`config.mk`:
```
export PLATFORM = sky130hd
export DESIGN_NAME = flag_ctrl
export DESIGN_NICKNAME = d
export VERILOG_FILES = /design/src/rtl/flag_pkg.sv /design/src/rtl/flag_cond_eval.sv /design/src/rtl/flag_ctrl.sv
export SDC_FILE = /design/constraint.sdc
export NUM_CORES = 1
export LEC_CHECK = 0
export CELL_PAD_IN_SITES_DETAIL_PLACEMENT = 0
export CELL_PAD_IN_SITES_GLOBAL_PLACEMENT = 2
export CORE_AREA = 2 2 55 57
export CTS_CLUSTER_SIZE = 28
export DETAILED_ROUTE_END_ITERATION = 7
export DIE_AREA = 0 0 57 59
export DONT_BUFFER_PORTS = 1
export PLACE_DENSITY_LB_ADDON = 0.25
export SLEW_MARGIN = 20
export SYNTH_ARGS = -nofsm -noshare
export SYNTH_HDL_FRONTEND = slang
export SYNTH_SLANG_ARGS = --single-unit
```
`constraint.sdc`:
```
create_clock -name clk -period 1.55 [get_ports clk]
set_clock_uncertainty 0.05 [all_clocks]
set_input_delay 0.31 -clock clk [delete_from_list [all_inputs] [get_ports clk]]
set_output_delay 0.31 -clock clk [all_outputs]
set_load 0.01 [all_outputs]
```
`src/rtl/flag_pkg.sv`:
```
// Shared definitions for the condition-flag controller: opcodes, condition codes and the flag set.
package flag_pkg;

  typedef struct packed {
    logic n;
    logic v;
    logic z;
  } flags_t;

  // Opcode values mirrored from opcode.h.
  localparam logic [3:0] OP_ADD  = 4'h0;
  localparam logic [3:0] OP_SUB  = 4'h1;
  localparam logic [3:0] OP_NAND = 4'h2;
  localparam logic [3:0] OP_XOR  = 4'h3;
  localparam logic [3:0] OP_INC  = 4'h4;
  localparam logic [3:0] OP_B    = 4'h5;

  // Condition encodings mirrored from cond_code.h.
  typedef enum logic [2:0] {
    COND_EQUAL            = 3'd0,
    COND_NOT_EQUAL        = 3'd1,
    COND_GREATER          = 3'd2,
    COND_LESS             = 3'd3,
    COND_GREATER_OR_EQUAL = 3'd4,
    COND_LESS_OR_EQUAL    = 3'd5,
    COND_OVERFLOW         = 3'd6,
    COND_TRUE             = 3'd7
  } cond_e;

  function automatic logic is_setter(input logic [3:0] op);
    return (op == OP_ADD) || (op == OP_SUB) || (op == OP_NAND) ||
           (op == OP_XOR) || (op == OP_INC);
  endfunction

endpackage

```
`src/rtl/flag_cond_eval.sv`:
```
// Combinational branch-condition evaluator: (flags, condition code) -> taken.
module flag_cond_eval
  import flag_pkg::*;
(
  input  flags_t     flags_i,
  input  logic [2:0] cond_i,
  output logic       taken_o
);

  always_comb begin
    taken_o = 1'b0;
    case (cond_e'(cond_i))
      COND_EQUAL:            taken_o = flags_i.z;
      COND_NOT_EQUAL:        taken_o = ~flags_i.z;
      COND_GREATER:          taken_o = ~flags_i.z & ~flags_i.n & ~flags_i.v;
      COND_LESS:             taken_o = flags_i.n & ~flags_i.v;
      COND_GREATER_OR_EQUAL: taken_o = ~flags_i.n & ~flags_i.v;
      COND_LESS_OR_EQUAL:    taken_o = (flags_i.n & ~flags_i.v) | flags_i.z;
      COND_OVERFLOW:         taken_o = flags_i.v;
      COND_TRUE:             taken_o = 1'b1;
      default:               taken_o = 1'b0;
    endcase
  end

endmodule

```
`src/rtl/flag_ctrl.sv`:
```
// Multi-context N/V/Z flag controller with pending-write counters and branch stall/resolve.
// Optional FLAG_FWD_EN: a branch may resolve off the same-cycle ALU writeback of its last pending setter.
module flag_ctrl
  import flag_pkg::*;
#(
  parameter int NCTX  = 2,
  parameter int CTX_W = (NCTX > 1) ? $clog2(NCTX) : 1,
  parameter int CNT_W = 2
) (
  input  logic             clk,
  input  logic             rst,
  input  logic             issue_valid,
  input  logic [CTX_W-1:0] issue_ctx,
  input  logic [15:0]      issue_instr,
  output logic             issue_ready,
  input  logic             alu_valid,
  input  logic [CTX_W-1:0] alu_ctx,
  input  logic             alu_n,
  input  logic             alu_v,
  input  logic             alu_z,
  output logic             br_valid,
  output logic [CTX_W-1:0] br_ctx,
  output logic             br_taken,
  output logic             err
);

  localparam logic [CNT_W-1:0] CNT_MAX = {CNT_W{1'b1}};

  flags_t           bank_q [NCTX];
  flags_t           bank_d [NCTX];
  logic [CNT_W-1:0] pend_q [NCTX];
  logic [CNT_W-1:0] pend_d [NCTX];
  logic             err_q, err_d;
  logic             br_valid_q;
  logic [CTX_W-1:0] br_ctx_q;
  logic             br_taken_q;

  logic [3:0]       opcode;
  logic             isSetter, isBranch;
  logic [CNT_W-1:0] curPend;
  logic             fwdHit, resolvable, acceptSetter, fire, taken;
  flags_t           evalFlags, aluFlags;
  logic             unusedInstrBits;

  assign opcode          = issue_instr[15:12];
  assign isSetter        = is_setter(opcode);
  assign isBranch        = (opcode == OP_B);
  assign aluFlags        = '{n: alu_n, v: alu_v, z: alu_z};
  assign unusedInstrBits = ^{issue_instr[11], issue_instr[7:0]};

  always_comb begin
    curPend = pend_q[issue_ctx];
    fwdHit  = 1'b0;
`ifdef FLAG_FWD_EN
    fwdHit  = alu_valid && (alu_ctx == issue_ctx) && (curPend == CNT_W'(1));
`else
    fwdHit  = 1'b0;
`endif
    resolvable = (curPend == '0) || fwdHit;
    evalFlags  = fwdHit ? aluFlags : bank_q[issue_ctx];

    issue_ready = 1'b1;
    if (issue_valid) begin
      if (isSetter)      issue_ready = (curPend != CNT_MAX);
      else if (isBranch) issue_ready = resolvable;
    end

    acceptSetter = issue_valid && isSetter && (curPend != CNT_MAX);
    fire         = issue_valid && isBranch && resolvable;
  end

  flag_cond_eval u_cond (
    .flags_i (evalFlags),
    .cond_i  (issue_instr[10:8]),
    .taken_o (taken)
  );

  // An increment and decrement on the same context cancel; a decrement at zero holds and flags err.
  always_comb begin
    err_d = err_q;
    for (int c = 0; c < NCTX; c++) begin
      bank_d[c] = bank_q[c];
      pend_d[c] = pend_q[c];
      if (alu_valid && (alu_ctx == CTX_W'(c))) begin
        bank_d[c] = aluFlags;
        if (pend_q[c] == '0) err_d = 1'b1;
        if (!(acceptSetter && (issue_ctx == CTX_W'(c))) && (pend_q[c] != '0))
          pend_d[c] = pend_q[c] - CNT_W'(1);
      end else if (acceptSetter && (issue_ctx == CTX_W'(c))) begin
        pend_d[c] = pend_q[c] + CNT_W'(1);
      end
    end
  end

  always_ff @(posedge clk) begin
    if (rst) begin
      for (int c = 0; c < NCTX; c++) begin
        bank_q[c] <= '0;
        pend_q[c] <= '0;
      end
      err_q      <= 1'b0;
      br_valid_q <= 1'b0;
      br_ctx_q   <= '0;
      br_taken_q <= 1'b0;
    end else begin
      for (int c = 0; c < NCTX; c++) begin
        bank_q[c] <= bank_d[c];
        pend_q[c] <= pend_d[c];
      end
      err_q      <= err_d;
      br_valid_q <= fire;
      if (fire) begin
        br_ctx_q   <= issue_ctx;
        br_taken_q <= taken;
      end
    end
  end

  assign br_valid = br_valid_q;
  assign br_ctx   = br_ctx_q;
  assign br_taken = br_taken_q;
  assign err      = err_q;

endmodule

```
==> results.md, run 1 <==
* Status: finished with violations
* Violated checks: negative setup slack
* Max-cap viol count at 0
* Critical Path AT at 1.39 ns
* Complex-gate fraction of the synthesized area at 19.78%
* Io pins at 30
* CTS buffer count at 3
* Site Rows at 19
* Largest family of logic cells by synthesized area: simple AND/OR/NAND/NOR gates
* Setup WS post-layout at -0.2047 ns
* Max IR drop VDD at 0.0005755 V
* # setup viols final at 2
* Sequential-to-total area share from yosys stat at 43.38%
* Crit path cell chain: buf_6 -> nand3b_1 -> and2_4 -> o22a_2 -> o22ai_1 -> nand2_1
* Multiplexer area fraction after synthesis at 5.263%
* Pre-CTS setup slack at -0.02008 ns
* Hold Buf Count CTS at 0
* YS warnings at 0
* Most frequent cells in the layout: nor2_1 (10), buf_4 (10), nand2_1 (8), edfxtp_1 (6)
* Total chip power at 0.7307 mW
* Tightest Pin Transition at 0.3236 ns
* Routed wire per std cell at 12.62 um
* Unrepaired setup endpoints after global routing: yes
* Syn Inst Count at 86
* H-Tree Depth at 1
* Port bufs at 0
* Synthesized area per cell at 9.122 sq um
* Area delta synth->final at 25.68%
* Area of the multi-input gates at 466.7 sq um
* CP max-delay cell: dfxtp_2
* Clock buffer depth at 2
* Share of layout cells above drive strength 1 at 31.00%
* DR DRC count at 0
* Pwr Density at 741.1 mW/mm^2
* Worst-path maximum fanout at 2
* Core area at 0.002710 sq mm
* Post-DP HPWL at 1259 um
* Synthesized cell area at 784.5 sq um
* Initial antenna violation count at 0
* First-pass GRT wire length at 2725 um
* WHS at 0.03484 ns
* Height of the die at 59 um
* CTS Sinks at 14
* Fmax at 569.9 MHz
* Leakage power at 0.3673 nW
* Clk root buf: clkbuf_4
* Pre-Repair DR Iteration Count at 5
* Overall Global Routing Usage at 10.35%
* Initial DRC count at 13
* Largest stage delay, worst path at 0.35 ns
* Slew HR at 78.39%
* Met3 usage at 5.459%
* Syn Nets at 111
* Total grt overflow at 0
* Synth Area in XOR/XNOR at 0%
* Crit end category: output port
* Hold Vio Cnt, Final at 0
* Pin count of the biggest net entering global routing at 15
* Routability Congestion at 0.7698
* Hold Crit Class: in -> reg
* Tmin final at 1.755 ns
* #FFs+latches synth at 14
* Final WL at 1653 um
* Post-synthesis simple-gate area fraction at 29.03%
* GR peak layer: met2
* Post-DR vias/cell at 5.053
* Worst setup path class: reg -> out
* FF+latch area at 345.3 sq um
* Vias in the first global route at 644
* Fillers at 284
* Count of different cell masters after synthesis at 35
* Initial Util at 28.95%
* TritonCTS clock tree: done
* Die width at 57 um
* Clk_lat worst skew at 0.27 ns
* Final max-slew violation count at 0
* Full die area at 0.003363 sq mm
* Adder-cell share of the synthesized area at 0%
* Ant diodes at 0
* Setup crit start kind: register
* Nets at 126
* Clock-pin slew on the worst setup and hold paths at 0.08 ns
* Tcrit/Tclk final at 113.2%
* Grt met1 use at 12.26%
* Via count at 662
* Detail Route Antenna Nets at 0
* Crit path required time at 1.19 ns
* GR Layer Usage met2 at 16.91%
[power breakdown]
part	internal, mW	switching, mW	leakage, nW	total (mW)
registers	0.405	0.0116	0.128	0.417
clock network	0.0933	0.118	0.0154	0.211
logic	0.0522	0.0500	0.224	0.102
total	0.551	0.180	0.367	0.731
[cells in the mapped netlist]
| master | number | area share [%] |
|---|---|---|
| nand3_1 | 1 | 0.64 |
| o2111ai_1 | 1 | 1.1 |
| edfxtp_1 | 6 | 23 |
| o22a_2 | 1 | 1.3 |
| a21oi_1 | 3 | 1.9 |
| o22ai_1 | 1 | 0.80 |
| o21ai_0 | 5 | 3.2 |
| and2b_1 | 1 | 0.96 |
| mux2i_1 | 3 | 3.8 |
| nor2_1 | 10 | 4.8 |
| nand4_1 | 1 | 0.80 |
| a222oi_1 | 1 | 1.3 |
| clkbuf_1 | 1 | 0.48 |
| nor3_1 | 3 | 1.9 |
| dfxtp_1 | 8 | 20 |
| buf_2 | 1 | 0.64 |
| o211ai_1 | 2 | 1.9 |
| inv_1 | 2 | 0.96 |
| nand3b_1 | 1 | 0.96 |
| or3_1 | 1 | 0.80 |
| a311oi_1 | 1 | 1.1 |
| a211oi_1 | 3 | 2.9 |
| nor2b_1 | 3 | 2.4 |
| a32oi_1 | 1 | 1.1 |
| or2_2 | 1 | 0.80 |
| o31ai_2 | 1 | 1.6 |
| nor3b_1 | 3 | 2.9 |
| o21ai_1 | 1 | 0.64 |
| inv_2 | 1 | 0.48 |
| mux2_1 | 1 | 1.4 |
| nand4_4 | 1 | 2.7 |
| o21bai_1 | 1 | 0.96 |
| nand2b_1 | 3 | 2.4 |
| nand2_1 | 8 | 3.8 |
| and2_1 | 4 | 3.2 |
[timing repair]
item                       in CTS  in global routing
pin swaps                       6                  6
setup buffers                   3                  1
setup endpoints to repair       3                  7
gates resized for setup         8                  5
[layout make-up]
type | count | share of cell area [%]
multi-input cells | 67 | 47.34
flip-flops and latches | 14 | 35.03
repair buffers | 12 | 9.898
well taps | 31 | 3.934
clock buffers | 3 | 2.284
inverters | 3 | 1.142
clock inverters | 1 | 0.3807
[flip-flops by register name (all words and copies together) (netlist names)]
register / flops
br_ctx: 1
br_taken: 1
bank_q: 6
br_valid: 1
pend_q: 4
err: 1
[stage by stage]
stage,util [%],cell area [sq um],instances,TNS (ns)
6_report,36.38,985.9,131,-0.3101
5_1_grt,36.38,985.9,131,-0.4652
4_1_cts,35.18,953.4,130,-0.2946
3_5_place_dp,32.78,888.4,123,-0.03867
3_3_place_gp,32.78,888.4,123,-0.03642
2_1_floorplan,-,798.3,86,0
[worst paths after layout]
kind | startpoint | to | slack, ns | cells after the start
setup / recovery | pend_q[0][1] | issue_ready | -0.20 | 6
hold / removal | rst | pend_q[1][1] | 0.03 | 1
setup reg to reg | pend_q[0][0] | br_taken | -0.11 | 6
hold reg to reg | err | err | 0.51 | 2
[worst max-delay path: cells and delay by family, from the launching register on]
| family | cells | cell delay, ns |
|---|---|---|
| AO/OA/AOI/OAI | 2 | 0.31 |
| buffers and inverters | 1 | 0.09 |
| flip-flops | 1 | 0.35 |
| AND/OR/NAND/NOR | 3 | 0.36 |
[layer usage]
metal  part of all wire [%]  vias up
met5                      0        -
met4                   0.73        0
met3                    8.8        2
met2                     43       27
met1                     47      287
li1                       -      346
[cells by family after synthesis]
| family | after synthesis |
|---|---|
| AND/OR/NAND/NOR | 41 |
| AO/OA/AOI/OAI | 22 |
| flip-flops | 14 |
| buffers and inverters | 5 |
| multiplexers | 4 |
(Power assumes the default switching activity.)
==> inputs of run 2 (changes only) <==
--- a/config.mk
+++ b/config.mk
@@ -12,6 +12,7 @@
 export DETAILED_ROUTE_END_ITERATION = 7
 export DIE_AREA = 0 0 57 59
 export DONT_BUFFER_PORTS = 1
+export HOLD_SLACK_MARGIN = 0.15
 export PLACE_DENSITY_LB_ADDON = 0.25
 export SLEW_MARGIN = 20
 export SYNTH_ARGS = -nofsm -noshare
==> run 2 against run 1 <==
The flow still finishes with violations (negative setup slack). Worst setup slack better by 0.0023 ns. Design area up 2.7%. Global-route usage up 0.14 points. Critical endpoint unchanged.
==> results.md, run 2 (synthesis results as in run 1) <==
* Status: finished with violations (unchanged)
* Violated checks: negative setup slack (unchanged)
* Die width at 57 um (unchanged)
* Clock-pin slew on the worst setup and hold paths at 0.08 ns (about the same)
* Clock buffer depth at 2 (unchanged)
* H-Tree Depth at 1 (unchanged)
* Hold Path Stages at 2 (was 1)
* Total grt overflow at 0 (unchanged)
* CP top delay family: simple AND/OR/NAND/NOR gates (unchanged)
* Detail Route Antenna Nets at 0 (unchanged)
* Vias in the first global route at 647 (was 644)
* Clk root buf: clkbuf_4 (unchanged)
* Clk_lat worst skew at 0.27 ns (about the same)
* Post-DR vias/cell at 5.045 (was 5.053)
* Share of layout cells above drive strength 1 at 30.39% (was 31.00%)
* Largest Register: bank_q (unchanged)
* Height of the die at 59 um (unchanged)
* CP max-delay cell: dfxtp_2 (unchanged)
* Pre-CTS setup slack at -0.02008 ns (unchanged)
* Io pins at 30 (unchanged)
* Pin count of the biggest net entering global routing at 15 (unchanged)
* Crit path cell chain: buf_6 -> nand3b_1 -> and2_4 -> o22a_2 -> o22ai_1 -> nand2_1 (unchanged)
* Fmax at 570.7 MHz (was 569.9 MHz)
* Largest stage delay, worst path at 0.35 ns (about the same)
* Sw Pwr at 0.1835 mW (was 0.1797 mW)
* CTS Sinks at 14 (unchanged)
* Int Pwr at 0.5553 mW (was 0.5510 mW)
* Final WL at 1670 um (was 1653 um)
* Clock power frac at 28.4% (was 28.9%)
* Initial DRC count at 11 (was 13)
* Most frequent cells in the layout: nor2_1 (10), buf_4 (10), nand2_1 (8), edfxtp_1 (6) (unchanged)
* Hold Vio Cnt, Final at 0 (unchanged)
* Initial Util at 28.95% (unchanged)
* Crit path depth at 6 (unchanged)
* Nets at 128 (was 126)
* Crit end category: output port (unchanged)
* Unrepaired setup endpoints after global routing: yes (unchanged)
* Pwr Density at 729.9 mW/mm^2 (was 741.1 mW/mm^2)
* Full die area at 0.003363 sq mm (unchanged)
* Worst setup path class: reg -> out (unchanged)
* Core area at 0.002710 sq mm (unchanged)
* Hold Crit Class: in -> reg (unchanged)
* Tmin final at 1.752 ns (was 1.755 ns)
* Final max-slew violation count at 0 (unchanged)
* Post-DP HPWL at 1259 um (unchanged)
* Max IR drop VDD at 0.0005783 V (was 0.0005755 V)
* Worst-path maximum fanout at 2 (unchanged)
* Setup WS post-layout at -0.2024 ns (was -0.2047 ns)
* Largest register FFs at 6 (unchanged)
* FF-to-FF setup slack at -0.10 ns (was -0.11 ns)
* CTS buffer count at 3 (unchanged)
* Slew HR at 76.39% (was 78.39%)
* Worst Reg2Reg Path Length in Cells at 6 (unchanged)
* Reg power frac at 56.5% (was 57.1%)
* Critical Path AT at 1.39 ns (about the same)
* Overall Global Routing Usage at 10.48% (was 10.35%)
* Comb pwr share at 15.1% (was 14.0%)
* Ant diodes at 0 (unchanged)
* Max-cap viol count at 0 (unchanged)
* First-pass GRT wire length at 2746 um (was 2725 um)
* Setup crit start kind: register (unchanged)
* Initial antenna violation count at 0 (unchanged)
* Routability Congestion at 0.7698 (unchanged)
* Pre-Repair DR Iteration Count at 5 (unchanged)
* Via count at 671 (was 662)
* Port bufs at 0 (unchanged)
* Worst Path Buf+Inv at 1 (unchanged)
* Registers with the most flip-flops: bank_q x6, pend_q x4 (unchanged)
* Setup total negative slack at -0.3061 ns (was -0.3101 ns)
* Sw Ratio at 24.84% (was 24.59%)
* # setup viols final at 2 (unchanged)
* Site Rows at 19 (unchanged)
* Leakage power at 0.3782 nW (was 0.3673 nW)
* DR DRC count at 0 (unchanged)
* Crit path required time at 1.19 ns (about the same)
* Routed wire per std cell at 12.56 um (was 12.62 um)
* TritonCTS clock tree: done (unchanged)
* Total chip power at 0.7388 mW (was 0.7307 mW)
* Area delta synth->final at 29.03% (was 25.68%)
* Tightest Pin Transition at 0.3530 ns (was 0.3236 ns)
* Tcrit/Tclk final at 113.1% (was 113.2%)
## run 2: cell count changes in the layout (fill, tap and decap cells not counted), sizes merged
| cell | previous run | this run |
|---|---|---|
| dlygate4sd3 | 0 | 2 |
## run 2: per-layer routing
metal | wire length, um | up-vias | share of wire, % | track usage [%]
li1 | - | 351 | - | -
met1 | 790 | 294 | 47 | 12.40
met2 | 724 | 24 | 43 | 16.91
met3 | 142 | 2 | 8.5 | 5.895
met4 | 12 | 0 | 0.72 | 1.993
met5 | 0 | - | 0 | 0
## run 2: power groups by stage
stage                     registers (mW)  clock network, mW  logic, mW
final                              0.417              0.210      0.112
after global routing               0.421              0.234      0.124
after CTS                          0.418              0.221      0.103
after detailed placement           0.426                  0     0.0903
after global placement             0.425                  0     0.0899
after floorplan                    0.424                  0     0.0761
## run 2: cell type report
| type | instances | area [sq um] |
|---|---|---|
| fill | 283 | 1698 |
| multi-input combinational | 67 | 473.0 |
| sequential | 14 | 345.3 |
| timing repair buffer | 14 | 117.6 |
| tap | 31 | 38.79 |
| clock buffer | 3 | 22.52 |
| inverter | 3 | 11.26 |
| clock inverter | 1 | 3.754 |
## run 2: worst paths after layout
kind             startpoint           to
min reg2reg             err          err
min          issue_instr[8]     br_taken
max reg2reg    pend_q[0][0]     br_taken
max            pend_q[0][1]  issue_ready
## run 2: stage by stage
stage / utilization (%) / area, sq um / instances / hold WS, ns
final: 37.35 / 1012 / 133 / 0.1809
after global routing: 37.35 / 1012 / 133 / 0.1820
after CTS: 35.92 / 973.4 / 132 / 0.1745
after detailed placement: 32.78 / 888.4 / 123 / 0.3357
after global placement: 32.78 / 888.4 / 123 / 0.3331
after floorplan: - / 798.3 / 86 / 0.4345
## run 2: repair_timing
action / in CTS / in global routing
endpoints found under the setup margin: 3 / 7
setup buffers: 3 / 1
hold endpoints to repair: 8 / 0
hold buffers: 2 / 0
pin swaps: 6 / 6
resized for setup: 8 / 6
==> inputs of run 3 (changes only) <==
--- a/config.mk
+++ b/config.mk
@@ -13,7 +13,7 @@
 export DIE_AREA = 0 0 57 59
 export DONT_BUFFER_PORTS = 1
 export HOLD_SLACK_MARGIN = 0.15
-export PLACE_DENSITY_LB_ADDON = 0.25
+export PLACE_DENSITY_LB_ADDON = 0.1
 export SLEW_MARGIN = 20
 export SYNTH_ARGS = -nofsm -noshare
 export SYNTH_HDL_FRONTEND = slang
==> run 3 against run 2 <==
Final cell count increased by 1.5%. Critical path type unchanged. Maximum frequency increased by 0.97%. Hold slack got worse by 0.017 ns. Largest cell class unchanged. Count of clock-buffer cells in the layout is the same. Utilization rose by 2.2 points. The flow still finishes with violations (negative setup slack).
==> results.md, run 3 (synthesis results as in run 1) <==
* Routability Congestion at 0.7435 (was 0.7698)
* Total grt overflow at 0 (unchanged)
* H-Tree Depth at 1 (unchanged)
* Site Rows at 19 (unchanged)
* FF+latch area at 345.3 sq um (unchanged)
* Full die area at 0.003363 sq mm (unchanged)
* Clock buffer depth at 2 (unchanged)
* Clock-pin slew on the worst setup and hold paths at 0.09 ns (was 0.08 ns)
* CTS buffer count at 3 (unchanged)
* Setup WS post-layout at -0.1856 ns (was -0.2024 ns)
* Post-DR vias/cell at 5.341 (was 5.045)
* Largest stage delay, worst path at 0.35 ns (about the same)
* # setup viols final at 3 (was 2)
* Via count at 721 (was 671)
* Status: finished with violations (unchanged)
* Height of the die at 59 um (unchanged)
* Setup crit start: pend_q[0][0] (was pend_q[0][1])
* Pre-CTS setup slack at -0.04596 ns (was -0.02008 ns)
* Largest register FFs at 6 (unchanged)
* Final max-slew violation count at 0 (unchanged)
* CP max-delay cell: dfxtp_2 (unchanged)
* Final WL at 1818 um (was 1670 um)
* Detail Route Antenna Nets at 0 (unchanged)
* Io pins at 30 (unchanged)
* Fillers at 301 (was 283)
* Fmax at 576.2 MHz (was 570.7 MHz)
* Tcrit/Tclk final at 112.0% (was 113.1%)
* FF-to-FF setup slack at -0.11 ns (was -0.10 ns)
* Hold Crit Class: in -> reg (unchanged)
* Max IR drop VDD at 0.0003696 V (was 0.0005783 V)
* DR DRC count at 0 (unchanged)
* Hold Vio Cnt, Final at 0 (unchanged)
* Max-cap viol count at 0 (unchanged)
* Nets at 130 (was 128)
* Setup total negative slack at -0.3027 ns (was -0.3061 ns)
* Total chip power at 0.7635 mW (was 0.7388 mW)
* Area of the multi-input gates at 508.0 sq um (was 473.0 sq um)
* Crit path cell chain: buf_6 -> nand3b_1 -> and2_4 -> o22a_2 -> o22ai_2 -> nand2_2 (was buf_6 -> nand3b_1 -> and2_4 -> o22a_2 -> o22ai_1 -> nand2_1)
* R2r startpoint: pend_q[0][0] (unchanged)
* Pre-Repair DR Iteration Count at 4 (was 5)
* Vias in the first global route at 646 (was 647)
* Tightest Pin Transition at 0.4029 ns (was 0.3530 ns)
* Routed wire per std cell at 13.47 um (was 12.56 um)
* Pwr Density at 712.0 mW/mm^2 (was 729.9 mW/mm^2)
* Initial Util at 28.95% (unchanged)
* First-pass GRT wire length at 2773 um (was 2746 um)
* Post-DP HPWL at 1275 um (was 1259 um)
* Worst setup path class: reg -> out (unchanged)
* Unrepaired setup endpoints after global routing: yes (unchanged)
* Most frequent cells in the layout: nor2_1 (10), buf_4 (9), nand2_1 (7), edfxtp_1 (6) (was nor2_1 (10), buf_4 (10), nand2_1 (8), edfxtp_1 (6))
* Most common cell after layout, fill and taps aside: nor2_1
* Fin util at 39.57% (was 37.35%)
* Area delta synth->final at 36.68% (was 29.03%)
* Violated checks: negative setup slack (unchanged)
* Ant diodes at 0 (unchanged)
* Hold_sp: issue_instr[10] (was issue_instr[8])
* Worst-path maximum fanout at 2 (unchanged)
* Pin count of the biggest net entering global routing at 15 (unchanged)
* Overall Global Routing Usage at 11.17% (was 10.48%)
* Largest Register: bank_q (unchanged)
* Slew HR at 73.05% (was 76.39%)
* Critical Path AT at 1.38 ns (was 1.39 ns)
* Registers with the most flip-flops: bank_q x6, pend_q x4 (unchanged)
* Initial DRC count at 20 (was 11)
* Core area at 0.002710 sq mm (unchanged)
* Tmin final at 1.736 ns (was 1.752 ns)
* Port bufs at 0 (unchanged)
* Crit path required time at 1.19 ns (about the same)
* Share of layout cells above drive strength 1 at 36.54% (was 30.39%)
* Clk root buf: clkbuf_4 (unchanged)
* Clk_lat worst skew at 0.29 ns (was 0.27 ns)
* Crit end category: output port (unchanged)
* Setup crit start kind: register (unchanged)
* Initial antenna violation count at 0 (unchanged)
* TritonCTS clock tree: done (unchanged)
* Die width at 57 um (unchanged)
* Leakage power at 0.4024 nW (was 0.3782 nW)
* CTS Sinks at 14 (unchanged)
==> run 3: cell count changes in the layout (fill, tap and decap cells not counted), sizes merged <==
cell | previous run | this run
buf | 12 | 13
dlygate4sd3 | 2 | 3
==> run 3: metal layers <==
metal	GRT usage, %	vias to the layer above	routed length [um]
met1	13.20	340	791
met4	4.983	0	45
met2	17.73	22	864
li1	-	353	-
met3	4.803	6	117
met5	0	-	0
==> run 3: timing repair <==
action / in CTS / in global routing
hold endpoints to repair: 8 / 0
pin swaps: 9 / 5
endpoints found under the setup margin: 4 / 5
setup buffers: 4 / 3
hold buffers: 3 / 0
gates resized for setup: 9 / 13
==> run 3: where the power goes <==
part	internal, mW	switching (mW)	leakage, nW
clock	0.0936	0.128	0.0154
combinational	0.0625	0.0617	0.259
sequential	0.406	0.0120	0.128
total	0.562	0.202	0.402
==> run 3: critical path, delay by kind of cell (launching register included) <==
family / cells / cell delay (ns)
flip-flops: 1 / 0.35
AND/OR/NAND/NOR: 3 / 0.34
AO/OA/AOI/OAI: 2 / 0.32
buffers and inverters: 1 / 0.09
==> run 3: worst paths after layout <==
path	endpoint	cells after the start
max reg2reg	br_taken	6
min	br_taken	3
max	issue_ready	6
min reg2reg	br_ctx	2
==> run 3: layout make-up <==
| type | instances | share of cell area, % |
|---|---|---|
| multi-input combinational | 67 | 47.37 |
| inverter | 3 | 1.050 |
| timing repair buffer | 16 | 13.30 |
| clock buffer | 3 | 2.100 |
| clock inverter | 1 | 0.3501 |
| sequential | 14 | 32.21 |
| tap | 31 | 3.617 |
==> run 3: per-stage QoR <==
step | cell area, sq um | std cells | hold slack [ns]
5_1_grt | 1072 | 135 | 0.1559
3_3_place_gp | 873.3 | 121 | 0.3322
6_report | 1072 | 135 | 0.1635
4_1_cts | 980.9 | 132 | 0.1589
3_5_place_dp | 873.3 | 121 | 0.3333
2_1_floorplan | 798.3 | 86 | 0.4345
